--- src/rtl/alu_arbiter.sv ---
// Two-port arbiter in front of a shared combinational ALU. Each port gets a
// one-deep registered response slot; one operation is accepted per cycle.
module alu_arbiter #(
    parameter int WORD_SIZE     = 32,
    parameter int PRIORITY_MODE = 0
) (
    input  logic                 clk,
    input  logic                 rst_n,
    input  logic                 req0_valid,
    output logic                 req0_ready,
    input  logic [3:0]           req0_op,
    input  logic [WORD_SIZE-1:0] req0_a,
    input  logic [WORD_SIZE-1:0] req0_b,
    input  logic                 req1_valid,
    output logic                 req1_ready,
    input  logic [3:0]           req1_op,
    input  logic [WORD_SIZE-1:0] req1_a,
    input  logic [WORD_SIZE-1:0] req1_b,
    output logic                 rsp0_valid,
    input  logic                 rsp0_ready,
    output logic [WORD_SIZE-1:0] rsp0_result,
    output logic                 rsp0_zero,
    output logic                 rsp1_valid,
    input  logic                 rsp1_ready,
    output logic [WORD_SIZE-1:0] rsp1_result,
    output logic                 rsp1_zero,
    output logic [3:0]           alu_op,
    output logic [WORD_SIZE-1:0] alu_a,
    output logic [WORD_SIZE-1:0] alu_b,
    input  logic [WORD_SIZE-1:0] alu_result,
    input  logic                 alu_zero
);

    // Handshake: a transfer happens on a rising edge where valid && ready.
    // req*_ready is the grant; rsp*_ready feeds req*_ready combinationally so a
    // full slot being drained can accept a new operation in the same cycle.

    logic                 rsp0_valid_q, rsp0_valid_d;
    logic                 rsp1_valid_q, rsp1_valid_d;
    logic [WORD_SIZE-1:0] rsp0_result_q, rsp0_result_d;
    logic [WORD_SIZE-1:0] rsp1_result_q, rsp1_result_d;
    logic                 rsp0_zero_q, rsp0_zero_d;
    logic                 rsp1_zero_q, rsp1_zero_d;
    logic                 last_grant_q, last_grant_d;

    logic elig0, elig1, grant0, grant1;

    always_comb begin
        // Gating with rst_n keeps both readies low while reset is held.
        elig0  = rst_n && req0_valid && (!rsp0_valid_q || rsp0_ready);
        elig1  = rst_n && req1_valid && (!rsp1_valid_q || rsp1_ready);
        grant0 = elig0 && (!elig1 || (PRIORITY_MODE != 0) || last_grant_q);
        grant1 = elig1 && !grant0;

        alu_op = 4'd0;
        alu_a  = '0;
        alu_b  = '0;
        if (grant0) begin
            alu_op = req0_op;
            alu_a  = req0_a;
            alu_b  = req0_b;
        end else if (grant1) begin
            alu_op = req1_op;
            alu_a  = req1_a;
            alu_b  = req1_b;
        end

        rsp0_valid_d  = rsp0_valid_q && !rsp0_ready;
        rsp0_result_d = rsp0_result_q;
        rsp0_zero_d   = rsp0_zero_q;
        rsp1_valid_d  = rsp1_valid_q && !rsp1_ready;
        rsp1_result_d = rsp1_result_q;
        rsp1_zero_d   = rsp1_zero_q;
        last_grant_d  = last_grant_q;

        if (grant0) begin
            rsp0_valid_d  = 1'b1;
            rsp0_result_d = alu_result;
            rsp0_zero_d   = alu_zero;
            last_grant_d  = 1'b0;
        end
        if (grant1) begin
            rsp1_valid_d  = 1'b1;
            rsp1_result_d = alu_result;
            rsp1_zero_d   = alu_zero;
            last_grant_d  = 1'b1;
        end
    end

    always_ff @(posedge clk or negedge rst_n) begin
        if (!rst_n) begin
            rsp0_valid_q  <= 1'b0;
            rsp1_valid_q  <= 1'b0;
            rsp0_result_q <= '0;
            rsp1_result_q <= '0;
            rsp0_zero_q   <= 1'b0;
            rsp1_zero_q   <= 1'b0;
            last_grant_q  <= 1'b1;
        end else begin
            rsp0_valid_q  <= rsp0_valid_d;
            rsp1_valid_q  <= rsp1_valid_d;
            rsp0_result_q <= rsp0_result_d;
            rsp1_result_q <= rsp1_result_d;
            rsp0_zero_q   <= rsp0_zero_d;
            rsp1_zero_q   <= rsp1_zero_d;
            last_grant_q  <= last_grant_d;
        end
    end

    assign req0_ready  = grant0;
    assign req1_ready  = grant1;
    assign rsp0_valid  = rsp0_valid_q;
    assign rsp1_valid  = rsp1_valid_q;
    assign rsp0_result = rsp0_result_q;
    assign rsp1_result = rsp1_result_q;
    assign rsp0_zero   = rsp0_zero_q;
    assign rsp1_zero   = rsp1_zero_q;

endmodule

--- config.mk ---
export PLATFORM = sky130hd
export DESIGN_NAME = alu_arbiter
export DESIGN_NICKNAME = d
export VERILOG_FILES = /design/src/rtl/alu_arbiter.sv
export SDC_FILE = /design/constraint.sdc
export NUM_CORES = 1
export LEC_CHECK = 0
export ABC_AREA = 1
export BUFFER_PORTS_ARGS = -buffer_cell sky130_fd_sc_hd__buf_2
export CORE_AREA = 2 2 121 123
export DETAILED_ROUTE_END_ITERATION = 16
export DIE_AREA = 0 0 123 125
export PLACE_DENSITY = 0.57
export SLEW_MARGIN = 15
export SYNTH_ARGS = -nofsm -noshare
export SYNTH_HDL_FRONTEND = slang
export SYNTH_SLANG_ARGS = --single-unit
--- constraint.sdc ---
create_clock -name clk -period 1.5 [get_ports clk]
set_input_delay 0.15 -clock clk [delete_from_list [all_inputs] [get_ports clk]]
set_output_delay 0.15 -clock clk [all_outputs]
set_load 0.01 [all_outputs]
==> results by group <==
Run status
  – Status: complete, but fails checks
  – Failing checks: hold timing, setup timing

Setup path
  – Crit path capture type: primary output
  – Worst setup SP type: flop
  – Reg2Reg Depth: 11
  – CP arrival: 1.64 ns
  – Reg2reg start: rsp0_valid$_DFF_PN0_
  – Worst Path Required: ~1.4 ns
  – Critical Path Fanout Max: 5
  – Critical R2R Capture: rsp1_result[10]$_DFFE_PN0N_
  – R2R Setup Slk: -0.17 ns
  – Kind of critical path: flop to primary output

Clock network
  – Clk sink count: around 70
  – CTS tree: yes
  – Max Buffers Root-to-Sink: 2
  – Worst-skew pair later-pin latency: approximately 0.33 ns
  – H-tree Lvls: 3
  – Clock buffer count from CTS: 9
  – Root buffer cell: clkbuf_16
  – CTS clk-pin slew, worst paths: 0.06 ns

Logic synthesis
  – Flops & latches, synth: between 60 and 70
  – Synth area leaders: dfrtp_1 (45%), nand2_1 (24%), nand3_1 (22%)
  – Simple-gate portion of the synthesized area: 0.468
  – Compound-gate portion of the synthesized area: 0.00594
  – Mux contribution to synthesized area: 0
  – Post-Syn Nets: 711
  – Synthesized cell area: between 3000 and 4000 um2
  – Distinct cells, synth: 16
  – Post-Synth Adder-Cell Area: 0
  – Area leader, netlist: dfrtp_1
  – Avg Inst Size Synth: 7.08 um2
  – Ys Warns: 0
  – Largest family of logic cells by synthesized area: simple AND/OR/NAND/NOR gates
  – Post-Synthesis Cells: approximately 540
  – Post-synth top area share: 0.449
  – Sequential cell area fraction in the yosys report: 0.455
  – XOR/XNOR Fraction of Synth Area: 0

Global routing
  – Largest net degree at the start of global routing: 55
  – Gr ovfl total: 0
  – First-pass GRT wire length: ~28 mm
  – Vias in the first global route: 4926
  – Global routing met2 resource utilization: 0.370
  – Top Usage Layer GRT: met2
  – Met3 Use GR: 0.0589
  – Total GRT Usage: 0.233
  – Antenna violations before repair: 1
  – Met1 GRT Util: 0.319

Timing
  – Final setup viols: ~130
  – Hold Fails Final Rpt: 7
  – Unrepaired setup endpoints after global routing: true
  – Final Worst Setup Slack: -0.288 ns
  – Min Hold Slack: -0.00151 ns
  – Max_slew headroom: 0.534
  – Crit share post-route: 1.19
  – Final Skew: 0.00757 ns
  – Max Clock Freq: ~0.56 GHz
  – Fin crit period: approximately 1.8 ns
  – Actual slew at the worst max-slew pin: about 0.7 ns
  – Slew Limit Fails: 0

Floorplan
  – Die X: between 100 and 150 um
  – # rows: 44
  – Core Box Area: 14200 um2
  – Top Ports: roughly 310
  – Die Footprint: approximately 15000 um2
  – Die Ht: between 100 and 150 um
  – Initial Util: 0.267

Placement
  – I/O Buffers: 312
  – Pre-CTS setup slack: -0.0601 ns
  – Post-DP HPWL: approximately 12 mm
  – Placer Congestion: 0.893
  – Dpl cell area: roughly 5700 um2

Drt
  – WL/cell: 18.7 um
  – Pre-antenna DRT Iters: 5
  – # DRC: 0
  – Post-DRT Antenna Nets: 0
  – Total number of vias: around 5300
  – Starting DRT DRC Count: between 400 and 500
  – Vias per inst: 4.87
  – WL final: 20.2 mm

Layout
  – Final instance area: 7430 um2
  – Fin nets: 1068
  – FILL cells: between 1000 and 1500
  – Share of cells above drive strength 1: 0.521
  – Synthesis-to-finish area growth: 95.9%

Pwr
  – Power Dens Cells: 981 nW/um2
  – Leakage: between 0.004 and 0.005 uW
  – Total chip power: 7300 uW
  – Peak supply drop: 0.000602 V

Hold path
  – Hold Path Class: input port to asynchronous set/reset pin

Flow run
  – Max_cap viols: 0
[stage by stage]
step                      instances  utilization  hold WS (ns)  setup TNS, ns
after floorplan                 536            -        -0.146              0
after global placement         1012        0.402         0.153         -0.701
after CTS                      1060        0.478        0.0202         -27.27
final                          1083        0.523      -0.00151         -22.42
after detailed placement       1012        0.402         0.156         -0.652
after global routing           1082        0.523        0.0300         -31.63
[state kept, by name, indices dropped and copies added, names as in the netlist]
register,flops
rsp1_zero,1
rsp0_zero,1
rsp1_valid,1
rsp0_valid,1
rsp1_result,32
rsp0_result,32
last_grant_q,1
[report_power, final]
group / internal (uW) / switching, uW
clock: 1310 / 870
combinational: 1290 / 1400
sequential: 2220 / 205
[placed cells by master, fill, tap and decap left out]
cell type	instances
buf_2	301
nand2_1	224
nand3_1	134
dfrtp_1	68
nand3_2	33
buf_6	27
clkbuf_16	23
buf_12	20
nand2_2	14
buf_4	12
buf_16	11
buf_8	4
inv_2	3
nand3_4	3
clkinv_4	3
inv_1	2
nand2_4	2
inv_8	2
inv_6	2
diode_2	1
nand2_8	1
a21oi_4	1
o21ai_4	1
inv_4	1
o21ai_0	1
clkinvlp_4	1
bufinv_16	1
bufbuf_16	1
dlygate4sd3_1	1
dfstp_2	1
[what timing repair did]
action | CTS | global route
cloned | 11 | 19
setup buffers | 20 | 8
setup endpoints to repair | 105 | 135
hold buffers | 1 | 0
hold endpoints to repair | 14 | 0
pin swaps | 7 | 40
resized for setup | 56 | 64
[critical path, stage by stage (launching register included)]
cell,delay (ns)
dfrtp_1,0.43
nand2_2,0.11
nand3_4,0.13
nand2_8,0.13
buf_6,0.12
buf_12,0.13
nand3_2,0.06
nand2_1,0.07
buf_2,0.12
[logic make-up (layout without fill, tap and decap cells)]
family                 count (synthesis)  count (layout)
AOI/OAI and AO/OA                      3               3
DFF                                   69              69
and+or+nand+nor                      411             411
other                                  0               1
buffers and inverters                 53             415
[layer usage]
layer  up-vias  routed length [um]  part of all wire
li1       2472                   -                 -
met1      2437                8620              0.43
met2       330                9240              0.46
met3        35                1940             0.096
met4         0                 429             0.021
met5         -                   0                 0
[how the worst max path moves through the flow]
stage	from	to	slack [ns]	cells past startpoint
4_1_cts	rsp1_valid$_DFF_PN0_	alu_b[21]	-0.32	8
6_report	rsp1_valid$_DFF_PN0_	alu_a[13]	-0.29	8
3_3_place_gp	rsp0_valid$_DFF_PN0_	alu_b[2]	-0.08	7
5_1_grt	rsp1_valid$_DFF_PN0_	alu_a[13]	-0.35	8
2_1_floorplan	rsp1_valid$_DFF_PN0_	alu_a[10]	0.15	7
3_5_place_dp	rsp0_valid$_DFF_PN0_	alu_b[0]	-0.06	7
[synthesized netlist by cell type]
| master | n |
|---|---|
| nand2_1 | 240 |
| nand3_1 | 169 |
| dfrtp_1 | 68 |
| buf_2 | 25 |
| clkbuf_1 | 10 |
| buf_4 | 8 |
| inv_1 | 4 |
| inv_2 | 4 |
| a21oi_2 | 1 |
| buf_1 | 1 |
| buf_6 | 1 |
| dfstp_2 | 1 |
| nand2_4 | 1 |
| nand3_4 | 1 |
| o21ai_0 | 1 |
| o21ai_2 | 1 |
[final cells by class]
type / instances / area [um2] / area share
Timing Repair Buffer: 391 / 3060 / 0.411
Multi-Input combinational cell: 414 / 2060 / 0.277
Sequential cell: 69 / 1730 / 0.232
Tap cell: 184 / 230 / 0.0310
Clock buffer: 9 / 225 / 0.0303
Clock inverter: 7 / 81.3 / 0.0109
Inverter: 8 / 47.5 / 0.00640
Antenna cell: 1 / 2.50 / 0.000337
(Power assumes the default switching activity.)
